## config.mk

```make
export PLATFORM = sky130hd
export DESIGN_NAME = ecc_mem_scheduler
export DESIGN_NICKNAME = d
export VERILOG_FILES = /design/src/rtl/ecc_mem_scheduler_pkg.sv /design/src/rtl/rr_arb2.sv /design/src/rtl/ecc_mem_scheduler.sv
export SDC_FILE = /design/constraint.sdc
export NUM_CORES = 1
export LEC_CHECK = 0
export ABC_AREA = 1
export BUFFER_PORTS_ARGS = -buffer_cell sky130_fd_sc_hd__buf_4
export CAP_MARGIN = 20
export CORE_UTILIZATION = 40
export DETAILED_ROUTE_END_ITERATION = 10
export PLACE_DENSITY = 0.74
export SKIP_CTS_REPAIR_TIMING = 1
export SLEW_MARGIN = 20
export SYNTH_ARGS = -nofsm -noshare
export SYNTH_HDL_FRONTEND = slang
export SYNTH_SLANG_ARGS = --single-unit
```

## constraint.sdc

```tcl
create_clock -name clk -period 2.4 [get_ports clk]
set_input_delay 0.24 -clock clk [delete_from_list [all_inputs] [get_ports clk]]
set_output_delay 0.24 -clock clk [all_outputs]
set_load 0.005 [all_outputs]
```

## src/rtl/ecc_mem_scheduler_pkg.sv

```systemverilog
// Shared types and default sizing for the ECC memory scheduler.
// Port, op, strobe and ECC class encodings are common to the top and its arbiter.
package ecc_mem_scheduler_pkg;

    localparam int unsigned D_W   = 32;
    localparam int unsigned A_W   = 2;
    localparam int unsigned W_LAT = 4;
    localparam int unsigned R_LAT = 5;

    typedef enum logic {PORTA = 1'b0, PORTB = 1'b1} port;
    typedef enum logic {RD = 1'b0, WR = 1'b1} we_type;
    typedef enum logic {EN_DEASSERT = 1'b0, EN_ASSERT = 1'b1} en_type;
    typedef enum logic [1:0] {ZERO = 2'd0, ONE = 2'd1, TWO = 2'd2} error_type;

    typedef enum logic [1:0] {S_IDLE, S_ISSUE, S_WAIT, S_DONE} sched_state;

    function automatic logic [1:0] port_onehot(port p);
        return (p == PORTA) ? 2'b01 : 2'b10;
    endfunction

endpackage

```

## src/rtl/rr_arb2.sv

```systemverilog
// Two-way round-robin arbiter; on a tie the port that did not win last time is chosen.
module rr_arb2
    import ecc_mem_scheduler_pkg::*;
(
    input  logic       clk,
    input  logic       rst,
    input  logic [1:0] req,
    input  logic       upd,
    output port        win,
    output logic       valid
);

    port last_gnt;

    always_comb begin
        win = PORTA;
        case (req)
            2'b01:   win = PORTA;
            2'b10:   win = PORTB;
            2'b11:   win = (last_gnt == PORTB) ? PORTA : PORTB;
            default: win = PORTA;
        endcase
    end

    assign valid = |req;

    // PORTB as reset history so PORTA wins the first tie.
    always_ff @(posedge clk or posedge rst) begin
        if (rst) begin
            last_gnt <= PORTB;
        end else if (upd && valid) begin
            last_gnt <= win;
        end
    end

endmodule

```

## src/rtl/ecc_mem_scheduler.sv

```systemverilog
// Shares one fixed-latency single-port ECC memory core between two requesters,
// one command at a time, returning read data and ECC class to the granted port.
module ecc_mem_scheduler
    import ecc_mem_scheduler_pkg::*;
#(
    parameter int unsigned D_W   = ecc_mem_scheduler_pkg::D_W,
    parameter int unsigned A_W   = ecc_mem_scheduler_pkg::A_W,
    parameter int unsigned W_LAT = ecc_mem_scheduler_pkg::W_LAT,
    parameter int unsigned R_LAT = ecc_mem_scheduler_pkg::R_LAT
) (
    input  logic           clk,
    input  logic           rst,
    input  logic [1:0]     req,
    input  we_type         we [2],
    input  logic [A_W-1:0] addr [2],
    input  logic [D_W-1:0] wdata [2],
    output logic [1:0]     gnt,
    output logic [1:0]     done,
    output logic [D_W-1:0] rdata,
    output error_type      err,
    output logic           busy,
    output logic [7:0]     dbe_cnt,
    output en_type         mem_en,
    output we_type         mem_we,
    output logic [A_W-1:0] mem_addr,
    output logic [D_W-1:0] mem_wdata,
    input  logic [D_W-1:0] mem_rdata,
    input  error_type      mem_err
);

    localparam int unsigned MAX_LAT = (W_LAT > R_LAT) ? W_LAT : R_LAT;
    localparam int unsigned CNT_W   = $clog2(MAX_LAT + 1);
    localparam logic [CNT_W-1:0] W_LOAD = CNT_W'(W_LAT - 1);
    localparam logic [CNT_W-1:0] R_LOAD = CNT_W'(R_LAT - 1);

    sched_state       state;
    port              cur;
    logic [CNT_W-1:0] cnt;
    port              win;
    logic             win_valid;
    logic             arb_upd;

    assign arb_upd = (state == S_IDLE);

    rr_arb2 u_arb (
        .clk   (clk),
        .rst   (rst),
        .req   (req),
        .upd   (arb_upd),
        .win   (win),
        .valid (win_valid)
    );

    // mem_we/mem_addr/mem_wdata double as the command registers and hold through S_WAIT.
    always_ff @(posedge clk or posedge rst) begin
        if (rst) begin
            state     <= S_IDLE;
            cur       <= PORTA;
            cnt       <= '0;
            gnt       <= '0;
            done      <= '0;
            rdata     <= '0;
            err       <= ZERO;
            busy      <= 1'b0;
            dbe_cnt   <= '0;
            mem_en    <= EN_DEASSERT;
            mem_we    <= RD;
            mem_addr  <= '0;
            mem_wdata <= '0;
        end else begin
            gnt    <= '0;
            done   <= '0;
            mem_en <= EN_DEASSERT;
            case (state)
                S_IDLE: begin
                    if (win_valid) begin
                        state     <= S_ISSUE;
                        cur       <= win;
                        gnt       <= port_onehot(win);
                        busy      <= 1'b1;
                        mem_en    <= EN_ASSERT;
                        mem_we    <= we[win];
                        mem_addr  <= addr[win];
                        mem_wdata <= wdata[win];
                    end
                end
                S_ISSUE: begin
                    state <= S_WAIT;
                    cnt   <= (mem_we == WR) ? W_LOAD : R_LOAD;
                end
                S_WAIT: begin
                    if (cnt == '0) begin
                        state <= S_DONE;
                        done  <= port_onehot(cur);
                        if (mem_we == RD) begin
                            rdata <= mem_rdata;
                            err   <= mem_err;
                            if (mem_err == TWO && dbe_cnt != 8'hFF) begin
                                dbe_cnt <= dbe_cnt + 8'd1;
                            end
                        end else begin
                            err <= ZERO;
                        end
                    end else begin
                        cnt <= cnt - CNT_W'(1);
                    end
                end
                S_DONE: begin
                    state <= S_IDLE;
                    busy  <= 1'b0;
                end
                default: state <= S_IDLE;
            endcase
        end
    end

endmodule

```

==> reports/qor.csv <==
stage,metric,value,unit
timing,Layout Skew,0.0141,ns
min_path,Hold Crit Class,primary input to async pin,
power,Max VDD drop,438,uV
yosys,Synth cell types,26,
die,io pins,191,
cts,clk root buf,clkbuf_8,
setup_path,Worst setup endpoint,dbe_cnt[4],
cts,Clock Latency Late Sink,0.35,ns
global_routing,gr usage total,20.7,%
cts,CTS buffer count,9,
layout,antenna diode count,0,
die,Chip Width,101,um
place,hpwl dp,7840,um
global_routing,first-pass GRT wire length,16600,um
layout,Reg area,2250,um^2
status,status,completed,
die,Core ar.,9370,um^2
global_routing,largest net degree at the start of global routing,46,
cts,CTS tree,yes,
timing,setup TNS,0,ns
setup_path,Worst R2R Start,state[0],
timing,Tmin final,2.03,ns
route,DRT iter0 DRCs,115,
die,Cell Rows,35,
timing,crit share post-route,84.7,%
timing,max_slew headroom,49.1,%
setup_path,CP endpoint kind,flip-flop,
yosys,Syn Std Cell Area,3940,um^2
power,Leakage,3.05,nW
place,GPL Wtd Cong,0.761,
cts,H-tree depth,3,
route,ANT nets after route,0,
cts,clk buf depth,2,
global_routing,remaining global-route overflow,0,
setup_path,WS Path Type,flip-flop to flip-flop,
place,# placed instances,772,
route,via count,3707,
layout,total of fill cells in the finished design,850,
layout,Nets,770,
setup_path,"critical path fanouts, max",30,
yosys,Synth Net Count,581,
timing,Pins Over Slew Limit,0,
setup_path,FF-to-FF path depth,8,
global_routing,initial antenna violation count,0,
setup_path,FF-to-FF End,dbe_cnt[4],
timing,worst-margin pin slew,0.762,ns
setup_path,internal reg-to-reg setup slack,0.37,ns
layout,"most common cell after layout, fill and taps aside",nand2_1,
layout,multi-input logic area,1520,um^2
place,Port Buffers,190,
timing,final hold vios,0,
layout,most frequent cells in the layout,"nand2_1, buf_4, dfrtp_1",
route,final WL,10500,um
cts,clk sinks,90,
yosys,average cell area after synthesis,8.47,um^2
layout,share of post-route cells with drive strength above 1,34.0,%
yosys,Synth Instances,465,
setup_path,Worst Setup SP,state[0],
die,Initial Utilization,42.0,%
route,drt first pass iters,5,
job,max_cap viols,0,
cts,"Reg clk slew, reported paths",0.09,ns
layout,area grow syn2layout,44.0,%
setup_path,CP required,2.64,ns
die,Die H,101,um
timing,Max Fclk,0.492,GHz
die,die area,10200,um^2
yosys,YS warnings,0,
global_routing,vias in the first global route,3554,
route,routed length per placed instance,13.3,um
layout,"non-filler cells, final",788,
timing,Final setup viols,0,
yosys,Yosys reg bits,90,
timing,RSZ-0062 raised after global routing,false,
yosys,register area share after synthesis,57.2,%
setup_path,crit start category,flip-flop,
route,Vias/cell,4.70,
setup_path,CP arrival,2.28,ns
power,Pwr Density,1090,nW/um^2
route,drt drc,0,
## layout make-up
type | instances | share of cell area (%)
clock buffers | 10 | 2.25
inverters | 24 | 1.65
clock inverters | 6 | 0.750
multi-input cells | 334 | 26.7
repair buffers | 195 | 26.0
flip-flops and latches | 90 | 39.7
well taps | 129 | 2.85
## registers in the layout (all words and copies together), names as in the netlist
name	flops
busy	1
cnt	3
cur	1
dbe_cnt	8
done	2
err	2
gnt	2
mem_addr	2
mem_en	1
mem_wdata	32
mem_we	1
rdata	32
state	2
u_arb.last_gnt	1
## cells in the mapped netlist
cell type,number,area [um^2]
nand2_1,220,826
dfrtp_1,89,2230
o21ai_0,33,165
nor2_1,26,97.6
nand3_1,24,120
inv_1,21,78.8
buf_2,16,80.1
ha_1,8,100
o21ai_1,4,20.0
inv_2,3,11.3
xor2_1,3,26.3
a22oi_1,2,15.0
nand4_1,2,12.5
nor2_4,2,22.5
a21oi_1,1,5.00
a21oi_4,1,16.3
a22o_1,1,8.76
clkbuf_1,1,3.75
dfstp_2,1,26.3
nand3_2,1,10.0
nand3_4,1,17.5
nand3b_1,1,7.51
nor2_2,1,6.26
nor2_8,1,20.0
or2_2,1,6.26
xnor2_1,1,8.76
## stage by stage
step | total power (W) | utilization [%] | setup slack [ns] | instance area, um^2 | hold WS [ns]
global placement | 0.00520 | 58.7 | 0.498 | 5500 | 0.418
CTS | 0.00623 | 60.5 | 0.382 | 5670 | 0.0442
detailed placement | 0.00532 | 58.7 | 0.399 | 5500 | 0.429
floorplan | 0.00383 | - | 0.884 | 3940 | 0.357
finish | 0.00616 | 60.5 | 0.367 | 5670 | 0.0254
global route | 0.00666 | 60.5 | 0.223 | 5670 | 0.0722
## logic make-up (layout without fill, tap and decap cells)
logic type / after synthesis / in the layout / synth area share [%]
DFF: 90 / 90 / 57.2
and+or+nand+nor: 280 / 280 / 29.1
adders and majority gates: 8 / 8 / 2.54
xor gates and xnor gates: 4 / 4 / 0.890
AOI/OAI and AO/OA: 42 / 42 / 5.84
buffers and inverters: 41 / 235 / 4.42
## layer usage
| metal | wire length (um) | global-route usage, % |
|---|---|---|
| met3 | 918 | 6.21 |
| met5 | 0 | 0 |
| met4 | 164 | 6.24 |
| met1 | 4430 | 26.0 |
| met2 | 5000 | 34.7 |
## worst min-delay path by stage
stage,start,endpoint,slack (ns),cells past startpoint
2_1_floorplan,mem_rdata[0],rdata[0],0.36,2
3_3_place_gp,rst,rdata[8],0.42,2
3_5_place_dp,rst,rdata[8],0.43,2
4_1_cts,rst,rdata[8],0.04,2
5_1_grt,mem_rdata[16],rdata[16],0.07,3
6_report,rst,rdata[8],0.03,2
## power breakdown
part / leakage, nW / total (W) / internal [W] / switching (W)
Sequential: 1.11 / 0.00265 / 0.00222 / 0.000431
Combinational: 1.86 / 0.00260 / 0.00134 / 0.00126
Clock: 0.0827 / 0.000910 / 0.000379 / 0.000531
Total: 3.05 / 0.00616 / 0.00394 / 0.00223
## worst max-delay path: stages (launching register included)
cell     delay [ns]
dfrtp_1        0.42
inv_1          0.12
ha_1           0.30
nand3_4        0.17
nor2_8         0.16
buf_4          0.32
nand3_2        0.24
nand2_1        0.13
nand2_1        0.06
Note: power is estimated with default switching activity, not from simulation.
